## src/rtl/imem_loader.sv

```systemverilog
// Instruction memory program loader: packs a byte stream into 128-bit blocks
// and writes them with the WRITE/ADDRESS/BUSYWAIT block protocol, holding the
// CPU in reset until the whole program has been written.
module imem_loader #(
  parameter int unsigned ADDR_W  = 6,
  parameter int unsigned TIMEOUT = 1024
) (
  input  logic              CLK,
  input  logic              RESET,
  input  logic              START,
  input  logic [ADDR_W-1:0] BASE_BLOCK,
  input  logic [ADDR_W-1:0] LENGTH,
  input  logic              BYTE_VALID,
  input  logic [7:0]        BYTE_DATA,
  output logic              BYTE_READY,
  output logic              MEM_WRITE,
  output logic [ADDR_W-1:0] MEM_ADDRESS,
  output logic [127:0]      MEM_WRITEDATA,
  input  logic              MEM_BUSYWAIT,
  output logic              CPU_HOLD,
  output logic              DONE,
  output logic              ERR
);

  localparam int unsigned REM_W = ADDR_W + 1;
  localparam int unsigned TMR_W = $clog2(TIMEOUT + 1);
  localparam logic [REM_W-1:0] FULL_LEN = {1'b1, {ADDR_W{1'b0}}};

  typedef enum logic [2:0] {
    S_IDLE,
    S_COLLECT,
    S_WRITE,
    S_DONE,
    S_ERROR
  } state_t;

  state_t           state;
  logic [3:0]       byte_cnt;
  logic [REM_W-1:0] remaining;
  logic [TMR_W-1:0] idle_timer;
  logic             byte_accept;

  // BYTE_READY is only high in COLLECT, so this is the accept strobe
  assign byte_accept = BYTE_VALID && BYTE_READY;

  // Loader FSM with registered outputs
  always_ff @(posedge CLK or posedge RESET) begin
    if (RESET) begin
      state         <= S_IDLE;
      byte_cnt      <= '0;
      remaining     <= '0;
      idle_timer    <= '0;
      BYTE_READY    <= 1'b0;
      MEM_WRITE     <= 1'b0;
      MEM_ADDRESS   <= '0;
      MEM_WRITEDATA <= '0;
      CPU_HOLD      <= 1'b1;
      DONE          <= 1'b0;
      ERR           <= 1'b0;
    end else begin
      case (state)
        S_IDLE, S_DONE, S_ERROR: begin
          if (START) begin
            state       <= S_COLLECT;
            MEM_ADDRESS <= BASE_BLOCK;
            remaining   <= (LENGTH == '0) ? FULL_LEN : {1'b0, LENGTH};
            byte_cnt    <= '0;
            idle_timer  <= '0;
            BYTE_READY  <= 1'b1;
            CPU_HOLD    <= 1'b1;
            DONE        <= 1'b0;
            ERR         <= 1'b0;
          end
        end

        S_COLLECT: begin
          if (byte_accept) begin
            MEM_WRITEDATA[{byte_cnt, 3'b000} +: 8] <= BYTE_DATA;
            idle_timer <= '0;
            byte_cnt   <= byte_cnt + 4'd1;
            if (byte_cnt == 4'd15) begin
              state      <= S_WRITE;
              BYTE_READY <= 1'b0;
              MEM_WRITE  <= 1'b1;
            end
          end else begin
            idle_timer <= idle_timer + TMR_W'(1);
            // partial block is simply abandoned; nothing is written
            if (idle_timer == TMR_W'(TIMEOUT - 1)) begin
              state      <= S_ERROR;
              BYTE_READY <= 1'b0;
              ERR        <= 1'b1;
            end
          end
        end

        S_WRITE: begin
          // MEM_WRITE has already been high one full cycle at any edge here
          if (!MEM_BUSYWAIT) begin
            MEM_WRITE   <= 1'b0;
            MEM_ADDRESS <= MEM_ADDRESS + ADDR_W'(1);
            remaining   <= remaining - REM_W'(1);
            if (remaining == REM_W'(1)) begin
              state    <= S_DONE;
              DONE     <= 1'b1;
              CPU_HOLD <= 1'b0;
            end else begin
              state      <= S_COLLECT;
              BYTE_READY <= 1'b1;
              byte_cnt   <= '0;
              idle_timer <= '0;
            end
          end
        end

        default: state <= S_IDLE;
      endcase
    end
  end

endmodule

```

## config.mk

```make
export PLATFORM = sky130hd
export DESIGN_NAME = imem_loader
export DESIGN_NICKNAME = d
export VERILOG_FILES = /design/src/rtl/imem_loader.sv
export SDC_FILE = /design/constraint.sdc
export NUM_CORES = 1
export LEC_CHECK = 0
export CAP_MARGIN = 20
export CORE_MARGIN = 4
export CORE_UTILIZATION = 50
export DETAILED_ROUTE_END_ITERATION = 8
export PLACE_DENSITY = 0.8
export SLEW_MARGIN = 20
export SYNTH_ARGS = -nofsm -noshare
export SYNTH_HDL_FRONTEND = slang
export SYNTH_SLANG_ARGS = --single-unit
export TNS_END_PERCENT = 50
```

## constraint.sdc

```tcl
create_clock -name CLK -period 7.1 [get_ports CLK]
set_input_delay 1.065 -clock CLK [delete_from_list [all_inputs] [get_ports CLK]]
set_output_delay 1.065 -clock CLK [all_outputs]
set_load 0.01 [all_outputs]
```

==> reports/results.ini, run 1 <==
[run_status]
status = finished clean

[clock_network]
postCtsSetupRepairBufs = 0
cts.path.max_buffers = 2
clock_sinks = 164
cts_buffers = 17
ctsResizeCount = 0
cts-root-buf = clkbuf_16
cts_hold_buf = 0
clk_latency_ns = 0.42
cts_tree = yes
cts_max_level = 4
clkTransAtPathRegs_ns = 0.06

[timing]
fin_crit_ns = 2.93
fin_crit_sh_pct = 41.2
maxSlewViolCount = 0
postLayoutSetupSlackWorst_ns = 4.17
hold_viol_final = 0
tightest_slew_ns = 0.788
maxSlewHeadroom_pct = 47.4
setup_viol_count_final = 0
rsz0062_at_grt = no
fin_worst_skew_ns = 0.00858
hold_ws_ns = 0.491
tns_ns = 0
fmax_mhz = 342

[min_path]
min_path_type = reg2reg
hold_path_end = MEM_WRITEDATA[38]$_DFFE_PP0P_
min_delay_path_depth = 1
hold_path_startpoint = MEM_WRITEDATA[38]$_DFFE_PP0P_

[global_routing]
grt_pass1_vias = 5291
grt_pass1_wl_mm = 27.9
antenna_found_initial = 0
track_usage_pct = 22.0
grt_max_degree = 119
gr-total-overflow = 0

[final_layout]
register_area_um2 = 4110
final_core_util_pct = 68.0
fin_area_um2 = 9480
antennaDiodeCount = 0
area_growth_pct = 33.0
drive_above_1_share_pct = 22.4
multi_input_area_um2 = 2900
final_cell_mix = dfrtp_1 (163), clkdlybuf4s50_1 (163), mux2_2 (118)
layout.nets = 756
nFillCells = 988

[floorplan]
die_h_um = 127
io_pins = 164
start_util_pct = 51.1
fp-row-count = 43
dieArea_um2 = 16200
die_x_um = 127
core_area_um2 = 13900

[power_and_ir_drop]
powerDensity_nw_per_um2 = 299
power.leakage_nw = 4.41
ir_drop_uv = 259

[run]
maxCapViolCount = 0

[synthesis]
ys_ff_latch = 164
synth_area_um2 = 7130
synth_nets = 600
syn_area_per_cell_um2 = 12.6
yosys_warnings = 0
async_flop_share_pct = 100
yosysUniqueCellTypes = 56
ys.flop_type = dfrtp_1
synth_edf_count = 0
synth_seq_area_share_pct = 57.6
synth_cells = 567

[setup_path]
startpoint_type = flip-flop
critPathBufInv = 1
rrSetupSlack_ns = 4.17
arrival_ns = 3.22
setup.worst_path.end_class = flip-flop
worst_ep_required_time_ns = 7.40
crit_path_top_delay_cell = dfrtp_1
path_depth = 7
cp_cell_sequence = inv_1 -> ha_1 -> nor2_1 -> a21oi_1 -> o22a_1 -> or4_1 -> mux2_1
critPathTopFamily = simple AND/OR/NAND/NOR gates
crit_fanout = 18
cpPeakStageDelay_ns = 0.66
crit_type = reg2reg
reg2reg_depth = 7
reg2reg_from = byte_cnt[0]$_DFFE_PP0P_
rr_endpoint = MEM_WRITEDATA[39]$_DFFE_PP0P_

[route]
routed_wl_mm = 17.5
drc_errors = 0
via_count = 5187
routedWlPerCell_um = 19.1
antenna_left = 0
drtIter0Drc = 400
first_pass_iters = 7
viasPerCell = 5.66

[placement]
placed_area_um2 = 8890
place_ws_ns = 3.80
io_buffers = 163
hpwl_mm = 12.2
gp_congestion = 0.808

area by class of cell:
class                   instances  share of cell area [%]
clock buffers                  26                    4.95
clock inverters                 6                    1.11
well taps                     180                    2.38
flip-flops and latches        164                    43.3
multi-input cells             368                    30.6
inverters                       8                   0.396
repair buffers                164                    17.3
worst max path at each step:
stage,from,end,slack (ns)
final,byte_cnt[0]$_DFFE_PP0P_,MEM_WRITEDATA[39]$_DFFE_PP0P_,4.17
after global routing,byte_cnt[0]$_DFFE_PP0P_,MEM_WRITEDATA[36]$_DFFE_PP0P_,4.02
after CTS,byte_cnt[0]$_DFFE_PP0P_,MEM_WRITEDATA[36]$_DFFE_PP0P_,4.20
after detailed placement,START,remaining[3]$_DFFE_PP0P_,3.80
after global placement,START,MEM_ADDRESS[0]$_DFFE_PP0P_,4.00
after floorplan,RESET,BYTE_READY$_DFFE_PP0P_,1.60
logic make-up after synthesis:
logic type	synth area share [%]
buffers and inverters	2.07
muxes	21.1
and+or+nand+nor	10.4
xor gates and xnor gates	0.369
AOI/OAI and AO/OA	7.08
DFF	57.6
adders and majority gates	1.40
through the flow:
step                      std cells  power [mW]
after detailed placement        884        1.93
after CTS                       916        2.84
after global routing            916        2.97
final                           916        2.83
after global placement          884        1.89
after floorplan                 567        1.61
synth_stat cells, types with 8 or more instances:
cell type  number  area share, %
a21oi_1        14           0.98
and2_1         13            1.1
and3_1         14            1.2
buf_1           8           0.42
clkbuf_1       13           0.68
dfrtp_1       163             57
ha_1            8            1.4
inv_1           8           0.42
mux2_2        118             19
mux2_4          8            1.7
nand2_1        36            1.9
nand3_1        11           0.77
nor2_1         32            1.7
o21ai_0        40            2.8
routing by layer:
metal	global-route usage [%]	routed length, um	up-vias
met1	28.4	7410	2637
met3	4.81	892	15
met4	5.80	172	0
met5	0	0	-
met2	37.8	9050	182
li1	-	-	2353
power breakdown:
group / switching, mW / internal [mW]
Clock: 0.345 / 0.561
Sequential: 0.120 / 1.06
Combinational: 0.395 / 0.351
Total: 0.860 / 1.97
sequential cells by signal, summed over array words and instances (netlist names), 3 cells and up:
signal	flops
byte_cnt	4
remaining	7
state	3
idle_timer	11
MEM_WRITEDATA	128
MEM_ADDRESS	6
(Power assumes the default switching activity.)
==> run 2: changes to the inputs <==
--- a/config.mk
+++ b/config.mk
@@ -7,9 +7,9 @@
 export LEC_CHECK = 0
 export CAP_MARGIN = 20
 export CORE_MARGIN = 4
-export CORE_UTILIZATION = 50
+export CORE_UTILIZATION = 45
 export DETAILED_ROUTE_END_ITERATION = 8
-export PLACE_DENSITY = 0.8
+export PLACE_DENSITY = 0.76
 export SLEW_MARGIN = 20
 export SYNTH_ARGS = -nofsm -noshare
 export SYNTH_HDL_FRONTEND = slang
==> constraint.sdc (replaced) <==
create_clock -name CLK -period 2.5 [get_ports CLK]
set_input_delay 0.375 -clock CLK [delete_from_list [all_inputs] [get_ports CLK]]
set_output_delay 0.375 -clock CLK [all_outputs]
set_load 0.01 [all_outputs]
==> reports/results.ini, run 2 (synthesized netlist as in run 1, its figures left out) <==
[clock_network]
clk_latency_ns = 0.42  ; about the same
cts_max_level = 4  ; unchanged
clkTransAtPathRegs_ns = 0.06  ; about the same
cts.path.max_buffers = 2  ; unchanged
cts_buffers = 17  ; unchanged
cts-root-buf = clkbuf_16
clock_sinks = 164  ; unchanged
cts_tree = yes

[route]
routedWlPerCell_um = 19.2  ; +0.49%
wl_met2_mm = 9.60  ; +6.0%
wl_met3_mm = 1.20  ; +35%
first_pass_iters = 4  ; -3
viasPerCell = 5.47  ; -3.4%
drc_errors = 0  ; unchanged
routed_wl_mm = 18.6  ; +6.2%
wl_met1_mm = 7.58  ; +2.3%
drtIter0Drc = 273  ; -32%
highest_layer = met4
via_count = 5296  ; +2.1%
antenna_left = 0  ; unchanged

[setup_path]
worst_ep_required_time_ns = 2.80  ; -4.60 ns
arrival_ns = 2.63  ; -0.59 ns
critPathLaunch = byte_cnt[0]$_DFFE_PP0P_
crit_fanout = 8  ; -10
reg2reg_from = byte_cnt[0]$_DFFE_PP0P_
startpoint_type = flip-flop
setup.worst_path.end_class = flip-flop
crit_type = reg2reg

[timing]
fin_crit_ns = 2.34  ; -0.589 ns
setup_viol_count_final = 0  ; unchanged
maxSlewHeadroom_pct = 52.6  ; +5.3 points
tightest_slew_ns = 0.710  ; -0.0774 ns
fmax_mhz = 428  ; +25%
fin_crit_sh_pct = 93.5  ; +52 points
tns_ns = 0  ; unchanged
rsz0062_at_grt = no
hold_viol_final = 0  ; unchanged
hold_ws_ns = 0.298  ; -0.193 ns
fin_worst_skew_ns = 0.0109  ; +0.00235 ns
maxSlewViolCount = 0  ; unchanged
postLayoutSetupSlackWorst_ns = 0.162  ; -4.01 ns

[run_status]
status = finished clean

[final_layout]
final_core_util_pct = 63.3  ; -4.7 points
top_regs = MEM_WRITEDATA x128, idle_timer x11, remaining x7
final_cell_mix = dfrtp_1 (163), clkdlybuf4s50_1 (163), mux2_2 (118)
antennaDiodeCount = 0  ; unchanged
final_cells = 968  ; +5.7%
area_growth_pct = 36.6
largest_register_ffs = 128  ; unchanged
drive_above_1_share_pct = 25.6  ; +3.2 points
layout.nets = 779  ; +3.0%
max_flop_register = MEM_WRITEDATA

[floorplan]
core_area_um2 = 15400  ; +10%
fp-row-count = 45  ; +4.7%
die_h_um = 134  ; +5.1%
dieArea_um2 = 17900  ; +10%
io_pins = 164  ; unchanged
die_x_um = 134  ; +5.1%
start_util_pct = 46.4  ; -4.8 points

[placement]
place_ws_ns = -0.0428  ; -3.84 ns
dp.cells = 938  ; +6.1%
gp_congestion = 0.827  ; +2.4%
hpwl_mm = 13.4  ; +9.3%
io_buffers = 163  ; unchanged

[power_and_ir_drop]
ir_drop_uv = 505  ; +95%
power.leakage_nw = 4.54  ; +2.8%
powerDensity_nw_per_um2 = 839  ; +180%

[global_routing]
gr-total-overflow = 0  ; unchanged
grt_max_degree = 49  ; -59%
grt_pass1_wl_mm = 30.0  ; +7.3%
grt_pass1_vias = 5601  ; +5.9%
track_usage_pct = 21.2  ; -0.80 points
antenna_found_initial = 0  ; unchanged

[min_path]
min_path_type = in2async

[run]
maxCapViolCount = 0  ; unchanged

[run 2: final timing paths]
kind / cells after the start / endpoint / slack (ns)
min: 2 / MEM_WRITEDATA[97]$_DFFE_PP0P_ / 0.30
max: 7 / MEM_WRITEDATA[11]$_DFFE_PP0P_ / 0.16
min reg2reg: 1 / MEM_WRITEDATA[36]$_DFFE_PP0P_ / 0.50
max in group asynchronous: 3 / MEM_WRITEDATA[50]$_DFFE_PP0P_ / 1.55
min in group CLK: 1 / MEM_WRITEDATA[36]$_DFFE_PP0P_ / 0.50
max reg2reg: 7 / MEM_WRITEDATA[11]$_DFFE_PP0P_ / 0.16
[run 2: metrics by stage]
step | area (um2) | power, mW
after floorplan | 7130 | 4.57
after global placement | 9130 | 5.48
after detailed placement | 9130 | 5.60
final | 9740 | 8.17
after global routing | 9740 | 8.59
after CTS | 9710 | 8.19
[run 2: power breakdown]
part / total (mW) / switching (mW) / internal, mW / leakage (nW)
clock network: 2.57 / 0.990 / 1.58 / 0.281
logic: 2.31 / 1.21 / 1.10 / 2.02
registers: 3.29 / 0.283 / 3.00 / 2.24
total: 8.17 / 2.48 / 5.68 / 4.54
[run 2: what timing repair did]
action / 4_1_cts / 5_1_grt
buffers inserted: 0 / 0
hold endpoints to repair: 0 / 0
endpoints found under the setup margin: 0 / 24
gates resized for setup: 0 / 3
hold buffers: 0 / 0
[run 2: metal layers]
layer | GRT usage [%] | vias to the layer above
li1 | - | 2385
met1 | 26.3 | 2706
met2 | 36.8 | 190
met3 | 5.44 | 15
met4 | 6.06 | 0
met5 | 0 | -
[run 2: area by class of cell]
class	instances	area, um2
fill	1148	5640
multi-input combinational	368	2900
inverter	8	33.8
tap	211	264
timing repair buffer	187	1850
clock buffer	20	447
sequential	164	4110
clock inverter	10	134
[run 2: worst max-delay path, stage by stage (launching register included)]
cell and delay (ns):
dfrtp_1 0.35, inv_1 0.09, ha_1 0.26, nor2_1 0.25
a21oi_1 0.14, o22ai_1 0.28, nand3_1 0.43, mux2_2 0.42
==> run 3: changes to the inputs <==
--- a/config.mk
+++ b/config.mk
@@ -6,6 +6,7 @@
 export NUM_CORES = 1
 export LEC_CHECK = 0
 export CAP_MARGIN = 20
+export CORE_ASPECT_RATIO = 0.7
 export CORE_MARGIN = 4
 export CORE_UTILIZATION = 45
 export DETAILED_ROUTE_END_ITERATION = 8
==> reports/results.ini, run 3 (synthesized netlist as in run 1, its figures left out) <==
[timing]
fmax_mhz = 429  ; +0.25%
rsz0062_at_grt = no
hold_viol_final = 0  ; unchanged
tns_ns = 0  ; unchanged
fin_crit_sh_pct = 93.3  ; -0.24 points
fin_crit_ns = 2.33  ; -0.00591 ns
setup_viol_count_final = 0  ; unchanged
maxSlewHeadroom_pct = 45.4  ; -7.3 points
maxSlewViolCount = 0  ; unchanged
tightest_slew_ns = 0.817  ; +0.106 ns
fin_worst_skew_ns = 0.0142  ; +0.00324 ns

[power_and_ir_drop]
powerDensity_nw_per_um2 = 881  ; +5.0%
p_total_mw = 8.59  ; +5.2%
ir_drop_uv = 466  ; -7.7%
power_frac_clock_pct = 34.8  ; +3.3 points
switching_power_mw = 2.60  ; +4.6%
power.leakage_nw = 4.56  ; +0.54%
p_int_mw = 6.00  ; +5.5%
pwr-share-seq_pct = 38.3  ; -1.9 points
p_comb_share_pct = 26.9  ; -1.4 points
swShare_pct = 30.2  ; -0.19 points

[floorplan]
io_pins = 164  ; unchanged
core_area_um2 = 15500  ; +0.84%
start_util_pct = 46.0  ; -0.39 points
die_x_um = 158  ; +18%
fp-row-count = 38  ; -16%
die_h_um = 113  ; -15%
dieArea_um2 = 17900  ; +0.18%

[min_path]
min_path_type = in2async

[route]
antenna_left = 0  ; unchanged
first_pass_iters = 4  ; unchanged
routedWlPerCell_um = 20.0  ; +4.0%
drc_errors = 0  ; unchanged
viasPerCell = 5.50  ; +0.60%
via_count = 5256  ; -0.76%
routed_wl_mm = 19.1  ; +2.6%
drtIter0Drc = 254  ; -7.0%

[clock_network]
cts-root-buf = clkbuf_16
cts.path.max_buffers = 2  ; unchanged
cts_max_level = 4  ; unchanged
clk_latency_ns = 0.42  ; about the same
postCtsSetupRepairBufs = 0  ; unchanged
cts_hold_buf = 0  ; unchanged
cts_buffers = 17  ; unchanged
clock_sinks = 164  ; unchanged
cts_tree = yes
clkTransAtPathRegs_ns = 0.06  ; about the same

[final_layout]
max_flop_register = MEM_WRITEDATA
final_core_util_pct = 63.0  ; -0.37 points
layout.nets = 776  ; -0.39%
fin_area_um2 = 9760  ; +0.26%
antennaDiodeCount = 0  ; unchanged
top_regs = MEM_WRITEDATA x128, idle_timer x11, remaining x7
register_area_um2 = 4110  ; unchanged
area_growth_pct = 37.0
final_cells = 955  ; -1.3%
final_cell_mix = dfrtp_1 (163), clkdlybuf4s50_1 (163), mux2_2 (118)
largest_register_ffs = 128  ; unchanged
drive_above_1_share_pct = 25.4  ; -0.20 points
nFillCells = 1203  ; +4.8%
multi_input_area_um2 = 2880  ; -0.65%

[setup_path]
crit_path_top_delay_cell = or3_1
arrival_ns = 2.63  ; about the same
worst_ep_required_time_ns = 2.80  ; about the same
cp_cell_sequence = inv_1 -> ha_1 -> nor2_1 -> a21oi_1 -> o22a_1 -> or3_1 -> mux2_4
crit_type = reg2reg
startpoint_type = flip-flop
crit_fanout = 8  ; unchanged
cpPeakStageDelay_ns = 0.53  ; +0.10 ns
setup.worst_path.end_class = flip-flop

[placement]
io_buffers = 163  ; unchanged
hpwl_mm = 13.3  ; -0.18%
dp.cells = 924  ; -1.5%
placed_area_um2 = 9080  ; -0.53%
gp_congestion = 0.842  ; +1.8%

[global_routing]
grt_pass1_wl_mm = 30.3  ; +1.2%
gr-total-overflow = 0  ; unchanged
grt_pass1_vias = 5501  ; -1.8%
antenna_found_initial = 0  ; unchanged
grt_max_degree = 98  ; +100%
track_usage_pct = 21.8  ; +0.56 points

[run]
maxCapViolCount = 0  ; unchanged

[run_status]
status = finished clean

## run 3: changes by cell type in the layout (fill, tap and decap cells not counted), moves of 2 or more
| cell | before | now |
|---|---|---|
| inv_6 | 0 | 4 |
| bufinv_16 | 3 | 6 |
| clkinv_2 | 4 | 1 |
| buf_4 | 21 | 19 |
| clkbuf_1 | 2 | 0 |
| nand3_1 | 9 | 11 |
| nand3_2 | 2 | 0 |
## run 3: timing repair
| item | 4_1_cts | 5_1_grt |
|---|---|---|
| setup endpoints to repair | 0 | 4 |
| hold endpoints to repair | 0 | 0 |
| resized for setup | 0 | 1 |
## run 3: area by class of cell
cell class                      instances  share of cell area (%)
Timing Repair Buffer                  184                    18.6
Clock inverter                         14                    2.54
Sequential cell                       164                    42.1
Inverter                                8                   0.346
Tap cell                              200                    2.56
Clock buffer                           17                    4.36
Multi-Input combinational cell        368                    29.5
## run 3: per-stage QoR
step | setup slack [ns] | hold WS, ns
5_1_grt | 0.0567 | 0.498
2_1_floorplan | 0.0410 | 0.464
4_1_cts | 0.0978 | 0.467
3_5_place_dp | 0.0916 | 0.482
6_report | 0.168 | 0.455
3_3_place_gp | 0.183 | 0.473
## run 3: worst paths after layout
check,slack (ns),from,to,cells after the start
setup reg to reg,0.17,byte_cnt[0]$_DFFE_PP0P_,MEM_WRITEDATA[17]$_DFFE_PP0P_,7
hold reg to reg,0.49,DONE$_DFFE_PP0P_,DONE$_DFFE_PP0P_,1
setup / recovery,0.17,byte_cnt[0]$_DFFE_PP0P_,MEM_WRITEDATA[17]$_DFFE_PP0P_,7
max in group asynchronous,1.57,RESET,CPU_HOLD$_DFFE_PP1P_,3
min in group CLK,0.49,DONE$_DFFE_PP0P_,DONE$_DFFE_PP0P_,1
hold / removal,0.45,RESET,MEM_WRITEDATA[114]$_DFFE_PP0P_,3
## run 3: power by group through the flow
stage / clock, mW / sequential (mW) / combinational, mW
after floorplan: 0 / 3.38 / 1.19
after global routing: 3.14 / 3.33 / 2.53
final: 2.99 / 3.29 / 2.31
after detailed placement: 0 / 3.32 / 2.29
after CTS: 3.03 / 3.28 / 2.31
after global placement: 0 / 3.30 / 2.21
## run 3: metal layers
metal / track usage, % / vias up / part of all wire [%]
li1: - / 2377 / -
met3: 7.45 / 26 / 8.1
met2: 32.5 / 190 / 45
met5: 0 / - / 0
met4: 6.08 / 0 / 1.5
met1: 30.5 / 2663 / 45
## run 3: worst max-delay path, delay by kind of cell (launching register included)
kind                       cells  cell delay (ns)
and+or+nand+nor                2             0.75
DFF                            1             0.35
muxes                          1             0.38
AOI/OAI and AO/OA              2             0.36
adders and majority gates      1             0.26
buffers and inverters          1             0.12
